$ cat config.mk
export PLATFORM = sky130hd
export DESIGN_NAME = detector_scheduler
export DESIGN_NICKNAME = d
export VERILOG_FILES = /design/src/rtl/detector_scheduler.sv
export SDC_FILE = /design/constraint.sdc
export NUM_CORES = 1
export LEC_CHECK = 0
export ABC_CLOCK_PERIOD_IN_PS = 4200
export CAP_MARGIN = 20
export CELL_PAD_IN_SITES_DETAIL_PLACEMENT = 0
export CELL_PAD_IN_SITES_GLOBAL_PLACEMENT = 2
export CORE_ASPECT_RATIO = 0.6
export CORE_UTILIZATION = 34
export CTS_CLUSTER_SIZE = 10
export DETAILED_ROUTE_END_ITERATION = 7
export PLACE_DENSITY = 0.88
export SETUP_SLACK_MARGIN = 0.2
export SLEW_MARGIN = 25
export SYNTH_ARGS = -nofsm -noshare
export SYNTH_HDL_FRONTEND = slang
export SYNTH_SLANG_ARGS = --single-unit
$ cat constraint.sdc
create_clock -name clk -period 4.2 [get_ports clk]
set_input_delay 0.42 -clock clk [delete_from_list [all_inputs] [get_ports clk]]
set_output_delay 0.42 -clock clk [all_outputs]
set_load 0.005 [all_outputs]
$ cat src/rtl/detector_scheduler.sv
// detector_scheduler: round-robin arbiter that serializes one requester's word into a shared
// serial pattern detector and reports the match count. Define DETCTL_LSB_FIRST_EN for LSB-first shifting.
module detector_scheduler #(
  parameter int N_REQ      = 2,
  parameter int WORD_W     = 8,
  parameter int FLUSH_BITS = 2,
  parameter int DET_LAT    = 1,
  parameter int CNT_W      = 4
) (
  input  logic                      clk,
  input  logic                      rst,
  input  logic [N_REQ-1:0]          req,
  input  logic [N_REQ*WORD_W-1:0]   word,
  output logic [N_REQ-1:0]          grant,
  output logic                      done,
  output logic [CNT_W-1:0]          match_cnt,
  output logic                      busy,
  output logic [2:0]                state_out,
  output logic                      det_data,
  input  logic                      det_out
);
  localparam int IW = (N_REQ > 1) ? $clog2(N_REQ) : 1;
  localparam int PW = $clog2(WORD_W + FLUSH_BITS + DET_LAT + 1);

  typedef enum logic [2:0] {
    IDLE   = 3'b000,
    FLUSH  = 3'b001,
    SHIFT  = 3'b010,
    DRAIN  = 3'b011,
    REPORT = 3'b100
  } state_t;

  state_t            state, state_nxt;
  logic [PW-1:0]     phase, phase_nxt;
  logic [IW-1:0]     last_gnt, gnt_idx, pick;
  logic              pick_vld;
  int                rr_idx;
  logic [WORD_W-1:0] shreg, pick_word, shift_src, shifted;
  logic              head;
  logic [CNT_W-1:0]  count, count_nxt;
  logic [DET_LAT:0]  vld_pipe;
  logic              win;

  assign state_out = state;

  // Scan downward so the nearest requester after last_gnt is the last (winning) assignment.
  always_comb begin
    pick     = '0;
    pick_vld = 1'b0;
    rr_idx   = 0;
    for (int k = N_REQ; k >= 1; k--) begin
      rr_idx = (int'(last_gnt) + k) % N_REQ;
      if (req[IW'(rr_idx)]) begin
        pick     = IW'(rr_idx);
        pick_vld = 1'b1;
      end
    end
  end

  always_comb begin
    pick_word = '0;
    for (int i = 0; i < N_REQ; i++)
      if (pick == IW'(i)) pick_word = word[i*WORD_W +: WORD_W];
  end

  // On the grant edge the word is not latched yet, so shift straight from the input.
  assign shift_src = (state == IDLE) ? pick_word : shreg;

`ifdef DETCTL_LSB_FIRST_EN
  assign head    = shift_src[0];
  assign shifted = shift_src >> 1;
`else
  assign head    = shift_src[WORD_W-1];
  assign shifted = shift_src << 1;
`endif

  always_comb begin
    state_nxt = state;
    phase_nxt = phase;
    case (state)
      IDLE: begin
        if (pick_vld) begin
          state_nxt = (FLUSH_BITS == 0) ? SHIFT : FLUSH;
          phase_nxt = '0;
        end
      end
      FLUSH: begin
        if (phase == PW'(FLUSH_BITS - 1)) begin
          state_nxt = SHIFT;
          phase_nxt = '0;
        end else begin
          phase_nxt = phase + 1'b1;
        end
      end
      SHIFT: begin
        if (phase == PW'(WORD_W - 1)) begin
          state_nxt = (DET_LAT == 0) ? REPORT : DRAIN;
          phase_nxt = '0;
        end else begin
          phase_nxt = phase + 1'b1;
        end
      end
      DRAIN: begin
        if (phase == PW'(DET_LAT - 1)) begin
          state_nxt = REPORT;
          phase_nxt = '0;
        end else begin
          phase_nxt = phase + 1'b1;
        end
      end
      REPORT:  state_nxt = IDLE;
      default: begin
        state_nxt = IDLE;
        phase_nxt = '0;
      end
    endcase
  end

  // vld_pipe[0] tracks SHIFT cycles; the tap DET_LAT stages later is the count window.
  assign win = vld_pipe[DET_LAT];

  always_comb begin
    count_nxt = count;
    if (win && det_out && (count != {CNT_W{1'b1}}))
      count_nxt = count + 1'b1;
  end

  always_ff @(posedge clk) begin
    if (rst) begin
      state     <= IDLE;
      phase     <= '0;
      grant     <= '0;
      gnt_idx   <= '0;
      last_gnt  <= IW'(N_REQ - 1);
      shreg     <= '0;
      det_data  <= 1'b0;
      count     <= '0;
      match_cnt <= '0;
      done      <= 1'b0;
      busy      <= 1'b0;
      vld_pipe  <= '0;
    end else begin
      state    <= state_nxt;
      phase    <= phase_nxt;
      busy     <= (state_nxt != IDLE);
      done     <= (state_nxt == REPORT);
      vld_pipe <= (vld_pipe << 1) | (DET_LAT + 1)'(state_nxt == SHIFT);
      count    <= count_nxt;
      det_data <= 1'b0;
      if (state == IDLE && pick_vld) begin
        grant   <= N_REQ'(1) << pick;
        gnt_idx <= pick;
        count   <= '0;
        shreg   <= pick_word;
      end
      if (state_nxt == SHIFT) begin
        det_data <= head;
        shreg    <= shifted;
      end
      if (state_nxt == REPORT) match_cnt <= count_nxt;
      if (state == REPORT) last_gnt <= gnt_idx;
      if (state_nxt == IDLE) grant <= '0;
    end
  end

endmodule

==> impl_summary.log, run 1 <==
[metrics] category of the most critical setup path: input port to flop
[metrics] initial antenna violation count: 0
[metrics] layout overhead on the synthesized area: 24.8%
[metrics] H-Tree Depth: 2
[metrics] number of iterations in the first detailed-routing pass: 4
[metrics] register bit count reported by yosys: 32
[metrics] Post-layout nets: 247
[metrics] data arrival time of the critical path: between 2000 and 2500 ps
[metrics] die outline height: between 50 and 60 um
[metrics] Syn Inst Count: slightly below 200
[metrics] worst hold path type: flop to flop
[metrics] root buffer selected by CTS: sky130_fd_sc_hd__clkbuf_8
[metrics] Cell Area, Placed: around 2100 sq um
[metrics] io pins: 33
[metrics] post-CTS repair timing setup buffer count: 0
[metrics] most used flip-flop cell after synthesis: sky130_fd_sc_hd__dfxtp_1
[metrics] post-layout minimum cycle time: around 2300 ps
[metrics] Total Wirelength: 3.91 mm
[metrics] switching share of power: 0.306
[metrics] core area: approximately 5100 sq um
[metrics] startpoint of the most critical hold path: vld_pipe[0]$_SDFF_PP0_
[metrics] Overall Global Routing Usage: 0.160
[metrics] reg-to-reg startpoint: state_out[0]$_SDFF_PP0_
[metrics] number of clock buffers inserted by TritonCTS: 5
[metrics] crit share post-route: 0.537
[metrics] DRC violation count after routing: 0
[metrics] Flop pwr share: 0.458
[metrics] final non-filler cell area: 2240 sq um
[metrics] async set-reset flop share out of synthesis: 0
[metrics] launching element type of the critical path: input port
[metrics] effective utilization at floorplan: 0.354
[metrics] post-detailed-route via-to-cell ratio: 5.13
[metrics] ant diodes: 0
[metrics] routed length per placed instance: roughly 14 um
[metrics] data required time of the critical path: 4380 ps
[metrics] Port Buffers: 31
[metrics] total vias in the final route: between 1k and 1.5k
[metrics] number of global-route vias before repair: around 1.4k
[metrics] largest net degree at the start of global routing: 36
[metrics] crit path capture type: flop
[metrics] share of the yosys chip area belonging to registers: 0.358
[metrics] Static Leakage: 0.818 nW
[metrics] transition at the pin with the smallest max-transition slack: about 840 ps
[metrics] antenna-violating nets left: 0
[metrics] number of nets produced by synthesis: ~220
[metrics] switching power of the nets: 0.228 mW
[metrics] unrepaired setup endpoints after global routing: no
[metrics] headroom to the max-slew limit: 0.435
[metrics] Sinks on Clock Net: 32
[metrics] gp weighted congestion: just over 0.7
[metrics] final setup violation count: 0
[metrics] TritonCTS clock tree: built
[metrics] global-route wire length before repair: around 6.8 mm
[metrics] final count of pins violating max slew: 0
[metrics] average instance area after synthesis: around 9.2 sq um
[metrics] clock slew at the register clock pins of the worst setup and hold paths: approximately 80 ps
[metrics] cell-internal power: 0.518 mW
[metrics] std cell rows: 20
[metrics] DIE AREA: roughly 5600 sq um
[metrics] number of hold buffers added after CTS: 0
[metrics] DIE WIDTH: roughly 96 um
[metrics] Fin Clk Skew: between 6 and 7 ps
[metrics] HPWL Detailed: around 2.7 mm
[metrics] mapped cell area: approximately 1800 sq um
[metrics] Resize count post-CTS: 0
[metrics] Setup Total Neg Slack: 0 ps
[metrics] Netlist cell types: 47
[metrics] total power divided by cell area: roughly 330 nW/um^2
[metrics] Fin. Hold Viols: 0
[metrics] startpoint of the most critical setup path: req[0]
[metrics] insertion delay to the later sink of the worst-skew pair: approximately 290 ps
[metrics] number of violations reported at the end of detailed-routing iteration 0: 56
[metrics] synth warn: 0
[metrics] Worst VDD drop: 0.142 mV
[metrics] run status: completed
[metrics] number of enable flip-flop cells after synthesis: 0
[metrics] proportion of layout cells with a drive suffix above 1: 0.0942
[metrics] proportion of netlist area held by the largest area contributor: 0.358
[metrics] most area-consuming cells after synthesis: sky130_fd_sc_hd__dfxtp_1 (36%), sky130_fd_sc_hd__mux2i_1 (9.5%), sky130_fd_sc_hd__a211oi_1 (8.8%)
[metrics] Max Clock Freq: between 400 and 500 MHz
[metrics] leading area contributor after synthesis: sky130_fd_sc_hd__dfxtp_1
[metrics] max cap viols: 0
[metrics] power share of the clock group: 0.332
[metrics] largest fanout on the critical path: 16
[metrics] relative contribution of combinational cells to total power: 0.210
[metrics] buffer depth of the longest clock path: 2
[metrics] gr ovfl total: 0
## synthesized netlist by cell type (2+ instances only)
cell type,number
sky130_fd_sc_hd__dfxtp_1,32
sky130_fd_sc_hd__nor2_1,31
sky130_fd_sc_hd__a211oi_1,21
sky130_fd_sc_hd__mux2i_1,17
sky130_fd_sc_hd__a21oi_1,8
sky130_fd_sc_hd__mux2_1,7
sky130_fd_sc_hd__buf_2,6
sky130_fd_sc_hd__nor2b_1,6
sky130_fd_sc_hd__clkbuf_1,5
sky130_fd_sc_hd__nor3_1,5
sky130_fd_sc_hd__ha_1,4
sky130_fd_sc_hd__nand2b_1,4
sky130_fd_sc_hd__and3_1,3
sky130_fd_sc_hd__inv_1,3
sky130_fd_sc_hd__nand3b_1,3
sky130_fd_sc_hd__o21ai_0,3
sky130_fd_sc_hd__a221oi_1,2
sky130_fd_sc_hd__a31oi_1,2
sky130_fd_sc_hd__buf_4,2
sky130_fd_sc_hd__nand3_1,2
sky130_fd_sc_hd__xor2_1,2
## power by group through the flow
| stage | registers [mW] | logic (mW) | clock network [mW] |
|---|---|---|---|
| after floorplan | 0.341 | 0.112 | 0 |
| after global placement | 0.348 | 0.155 | 0 |
| after detailed placement | 0.348 | 0.156 | 0 |
| after CTS | 0.341 | 0.157 | 0.254 |
| after global routing | 0.345 | 0.176 | 0.271 |
| final | 0.341 | 0.156 | 0.248 |
## metal layers
| layer | vias to the layer above | GRT usage | part of all wire |
|---|---|---|---|
| met2 | 29 | 0.206 | 0.37 |
| met5 | - | 0 | 0 |
| met3 | 4 | 0.0486 | 0.047 |
| met4 | 0 | 0.0384 | 0.0069 |
| met1 | 671 | 0.250 | 0.58 |
| li1 | 779 | - | - |
## through the flow
| stage | setup WS, ps | hold WS (ps) | instances | total power, mW | util |
|---|---|---|---|---|---|
| floorplan | 2340 | 414 | 194 | 0.452 | - |
| global placement | 1640 | 429 | 281 | 0.503 | 0.424 |
| detailed placement | 1610 | 434 | 281 | 0.504 | 0.424 |
| CTS | 1920 | 454 | 289 | 0.752 | 0.442 |
| global route | 1790 | 477 | 289 | 0.792 | 0.442 |
| finish | 1950 | 453 | 289 | 0.746 | 0.442 |
## sequential cells by signal, indices dropped and copies added (netlist names), 2 cells and up
signal / count
state_out: 3
vld_pipe: 2
count: 4
shreg: 8
phase: 4
grant: 2
match_cnt: 4
## worst paths after layout
kind              slack (ps)                     end  cells after the start
setup / recovery        1950   shreg[2]$_SDFFE_PP0P_                      5
hold / removal           450  vld_pipe[1]$_SDFF_PP0_                      1
setup reg to reg        1960   shreg[2]$_SDFFE_PP0P_                      4
hold reg to reg          450  vld_pipe[1]$_SDFF_PP0_                      1
## critical path: stages
cell and delay [ps]:
sky130_fd_sc_hd__clkdlybuf4s50_1 490, sky130_fd_sc_hd__nor4b_4 710, sky130_fd_sc_hd__a31oi_1 60, sky130_fd_sc_hd__and4_1 380, sky130_fd_sc_hd__mux2_1 360
## cells in the final DEF (no fill, tap or decap), types with 5 or more instances in the layout
cell type | netlist | layout
sky130_fd_sc_hd__nor3_1 | 5 | 5
sky130_fd_sc_hd__clkbuf_8 | 0 | 5
sky130_fd_sc_hd__mux2_1 | 7 | 7
sky130_fd_sc_hd__a211oi_1 | 21 | 21
sky130_fd_sc_hd__nor2_1 | 31 | 31
sky130_fd_sc_hd__clkdlybuf4s50_1 | 0 | 31
sky130_fd_sc_hd__nor2b_1 | 6 | 6
sky130_fd_sc_hd__mux2i_1 | 17 | 17
sky130_fd_sc_hd__a21oi_1 | 8 | 8
sky130_fd_sc_hd__dfxtp_1 | 32 | 32
## kinds of logic (layout without fill, tap and decap cells)
| kind of cell | after synthesis | in the layout | synth area share |
|---|---|---|---|
| simple gates | 67 | 67 | 0.215 |
| buf+inv | 16 | 45 | 0.0419 |
| mux | 24 | 24 | 0.139 |
| fa+ha+maj | 4 | 4 | 0.0279 |
| flops | 32 | 32 | 0.358 |
| compound gates | 49 | 49 | 0.209 |
| xor+xnor | 2 | 2 | 0.00978 |
## cell type report
class	count	area, sq um
Fill cell	510	2820
Multi-Input combinational cell	146	1080
Sequential cell	32	641
Timing Repair Buffer	34	333
Tap cell	66	82.6
Clock buffer	5	68.8
Clock inverter	3	23.8
Inverter	3	11.3
Note: power is estimated with default switching activity, not from simulation.
==> inputs of run 2 (changes only) <==
--- a/config.mk
+++ b/config.mk
@@ -5,15 +5,15 @@
 export SDC_FILE = /design/constraint.sdc
 export NUM_CORES = 1
 export LEC_CHECK = 0
-export ABC_CLOCK_PERIOD_IN_PS = 4200
+export ABC_CLOCK_PERIOD_IN_PS = 2000
 export CAP_MARGIN = 20
 export CELL_PAD_IN_SITES_DETAIL_PLACEMENT = 0
 export CELL_PAD_IN_SITES_GLOBAL_PLACEMENT = 2
 export CORE_ASPECT_RATIO = 0.6
-export CORE_UTILIZATION = 34
+export CORE_UTILIZATION = 28
 export CTS_CLUSTER_SIZE = 10
 export DETAILED_ROUTE_END_ITERATION = 7
-export PLACE_DENSITY = 0.88
+export PLACE_DENSITY = 0.78
 export SETUP_SLACK_MARGIN = 0.2
 export SLEW_MARGIN = 25
 export SYNTH_ARGS = -nofsm -noshare
==> constraint.sdc (replaced) <==
create_clock -name clk -period 2 [get_ports clk]
set_input_delay 0.2 -clock clk [delete_from_list [all_inputs] [get_ports clk]]
set_output_delay 0.2 -clock clk [all_outputs]
set_load 0.005 [all_outputs]
==> impl_summary.log, run 2 (synthesis gave the netlist of run 1 again) <==
[metrics] final non-filler cell area: 2520 sq um
[metrics] top library cells by usage in the layout, fill and taps aside: sky130_fd_sc_hd__nor2_1 (31), sky130_fd_sc_hd__clkdlybuf4s50_1 (31), sky130_fd_sc_hd__dfxtp_1 (29)
[metrics] post-layout minimum cycle time: ~1800 ps
[metrics] total power divided by cell area: about 700 nW/um^2
[metrics] Critical Path, Cell by Cell: inv_2 > ha_4 > or3b_4 > o21ai_2 > and4_4 > buf_12 > mux2_1
[metrics] Port Buffers: 31
[metrics] DRC violation count after routing: 0
[metrics] post-detailed-route via-to-cell ratio: 4.82
[metrics] Overall Global Routing Usage: 0.141
[metrics] transition at the pin with the smallest max-transition slack: around 360 ps
[metrics] headroom to the max-slew limit: 0.755
[metrics] proportion of layout cells with a drive suffix above 1: 0.239
[metrics] number of flip-flops under the largest register name: 8
[metrics] crit share post-route: 0.920
[metrics] largest stage delay on the critical path: slightly below 400 ps
[metrics] buffer depth of the longest clock path: 2
[metrics] initial antenna violation count: 0
[metrics] antenna-violating nets left: 0
[metrics] Post-layout nets: roughly 270
[metrics] final count of pins violating max slew: 0
[metrics] Max Clock Freq: ~540 MHz
[metrics] root buffer selected by CTS: sky130_fd_sc_hd__clkbuf_8
[metrics] number of iterations in the first detailed-routing pass: 4
[metrics] layout overhead on the synthesized area: 40.9%
[metrics] Worst VDD drop: roughly 0.32 mV
[metrics] std cell rows: 22
[metrics] TritonCTS clock tree: built
[metrics] DIE AREA: 6730 sq um
[metrics] gp weighted congestion: ~0.74
[metrics] Sinks on Clock Net: 32
[metrics] worst hold path type: flop to flop
[metrics] largest fanout on the critical path: 8
[metrics] data required time of the critical path: approximately 2200 ps
[metrics] unrepaired setup endpoints after global routing: yes
[metrics] ant diodes: 0
[metrics] total vias in the final route: around 1.6k
[metrics] number of hold buffers added after CTS: 0
[metrics] crit path capture type: flop
[metrics] data arrival time of the critical path: 2020 ps
[metrics] number of global-route vias before repair: 1,525
[metrics] Fin. Hold Viols: 0
[metrics] number of filler instances in the final layout: 608
[metrics] core area: between 6000 and 7000 sq um
[metrics] largest reg by FF count: shreg
[metrics] DIE WIDTH: about 110 um
[metrics] HPWL Detailed: about 3.2 mm
[metrics] max cap viols: 0
[metrics] number of clock buffers inserted by TritonCTS: 5
[metrics] gr ovfl total: 0
[metrics] effective utilization at floorplan: 0.292
[metrics] run status: completed
[metrics] Max stage delay cell, worst path: sky130_fd_sc_hd__or3b_4
[metrics] Cell Area, Placed: approximately 2300 sq um
[metrics] Setup Total Neg Slack: 0 ps
[metrics] final setup violation count: 0
[metrics] insertion delay to the later sink of the worst-skew pair: 290 ps
[metrics] Total Wirelength: 4.38 mm
[metrics] hold slack final: between 400 and 500 ps
[metrics] Static Leakage: roughly 0.95 nW
[metrics] clock slew at the register clock pins of the worst setup and hold paths: 70 ps
[metrics] Fin Clk Skew: between 6 and 7 ps
[metrics] die outline height: around 64 um
[metrics] dominant delay contributor by cell family on the critical path: simple AND/OR/NAND/NOR gates
[metrics] launching element type of the critical path: flop
[metrics] CP bufs+invs: 2
[metrics] routed length per placed instance: 13.4 um
[metrics] io pins: 33
[metrics] global-route wire length before repair: approximately 7.4 mm
[metrics] category of the most critical setup path: flop to flop
[metrics] largest net degree at the start of global routing: 35
[metrics] number of violations reported at the end of detailed-routing iteration 0: 111
[metrics] H-Tree Depth: 2
run 2: cell types whose count changed in the layout (fill, tap and decap cells not counted), sizes merged:
cell | before | now
bufinv | 0 | 1
clkinvlp | 2 | 1
buf | 3 | 23
run 2: worst paths after layout:
kind                            cells after the start                     end  slack [ps]                   start
worst max-delay path                                7   shreg[7]$_SDFFE_PP0P_         160   phase[1]$_SDFFE_PP0P_
worst min-delay path                                1  vld_pipe[1]$_SDFF_PP0_         440  vld_pipe[0]$_SDFF_PP0_
worst max register to register                      7   shreg[7]$_SDFFE_PP0P_         160   phase[1]$_SDFFE_PP0P_
worst min register to register                      1  vld_pipe[1]$_SDFF_PP0_         440  vld_pipe[0]$_SDFF_PP0_
run 2: what timing repair did:
action,CTS,global route
endpoints found under the setup margin,13,13
pin swaps,5,3
setup buffers,2,2
resized for setup,13,4
run 2: worst reg2reg max path, delay by kind of cell, from the launching register on:
family                     cells  cell delay, ps
muxes                          1             310
buffers and inverters          2             200
AOI/OAI and AO/OA              1             140
adders and majority gates      1             130
DFF                            1             330
and+or+nand+nor                2             620
run 2: where the power goes:
part	internal, mW	switching, mW	leakage (nW)
Clock	0.368	0.254	0.0541
Combinational	0.226	0.200	0.638
Sequential	0.680	0.0320	0.262
run 2: routing by layer:
| metal | GRT usage | wire (um) |
|---|---|---|
| met4 | 0.0528 | 46 |
| met3 | 0.0357 | 170 |
| met5 | 0 | 0 |
| met2 | 0.187 | 1660 |
| met1 | 0.212 | 2510 |
run 2: final cells by class:
type / count / area (sq um) / share of cell area
timing repair buffer: 54 / 508 / 0.201
sequential: 32 / 647 / 0.256
clock buffer: 5 / 68.8 / 0.0273
clock inverter: 3 / 42.5 / 0.0168
inverter: 3 / 11.3 / 0.00446
multi-input combinational: 146 / 1140 / 0.452
tap: 84 / 105 / 0.0416
run 2: stage by stage:
stage	setup WS (ps)	utilization	total power, mW	instances
2_1_floorplan	201	-	0.955	194
3_3_place_gp	72.5	0.378	1.11	315
3_5_place_dp	76.0	0.378	1.11	315
4_1_cts	141	0.406	1.77	325
5_1_grt	97.2	0.411	1.85	327
6_report	160	0.411	1.76	327
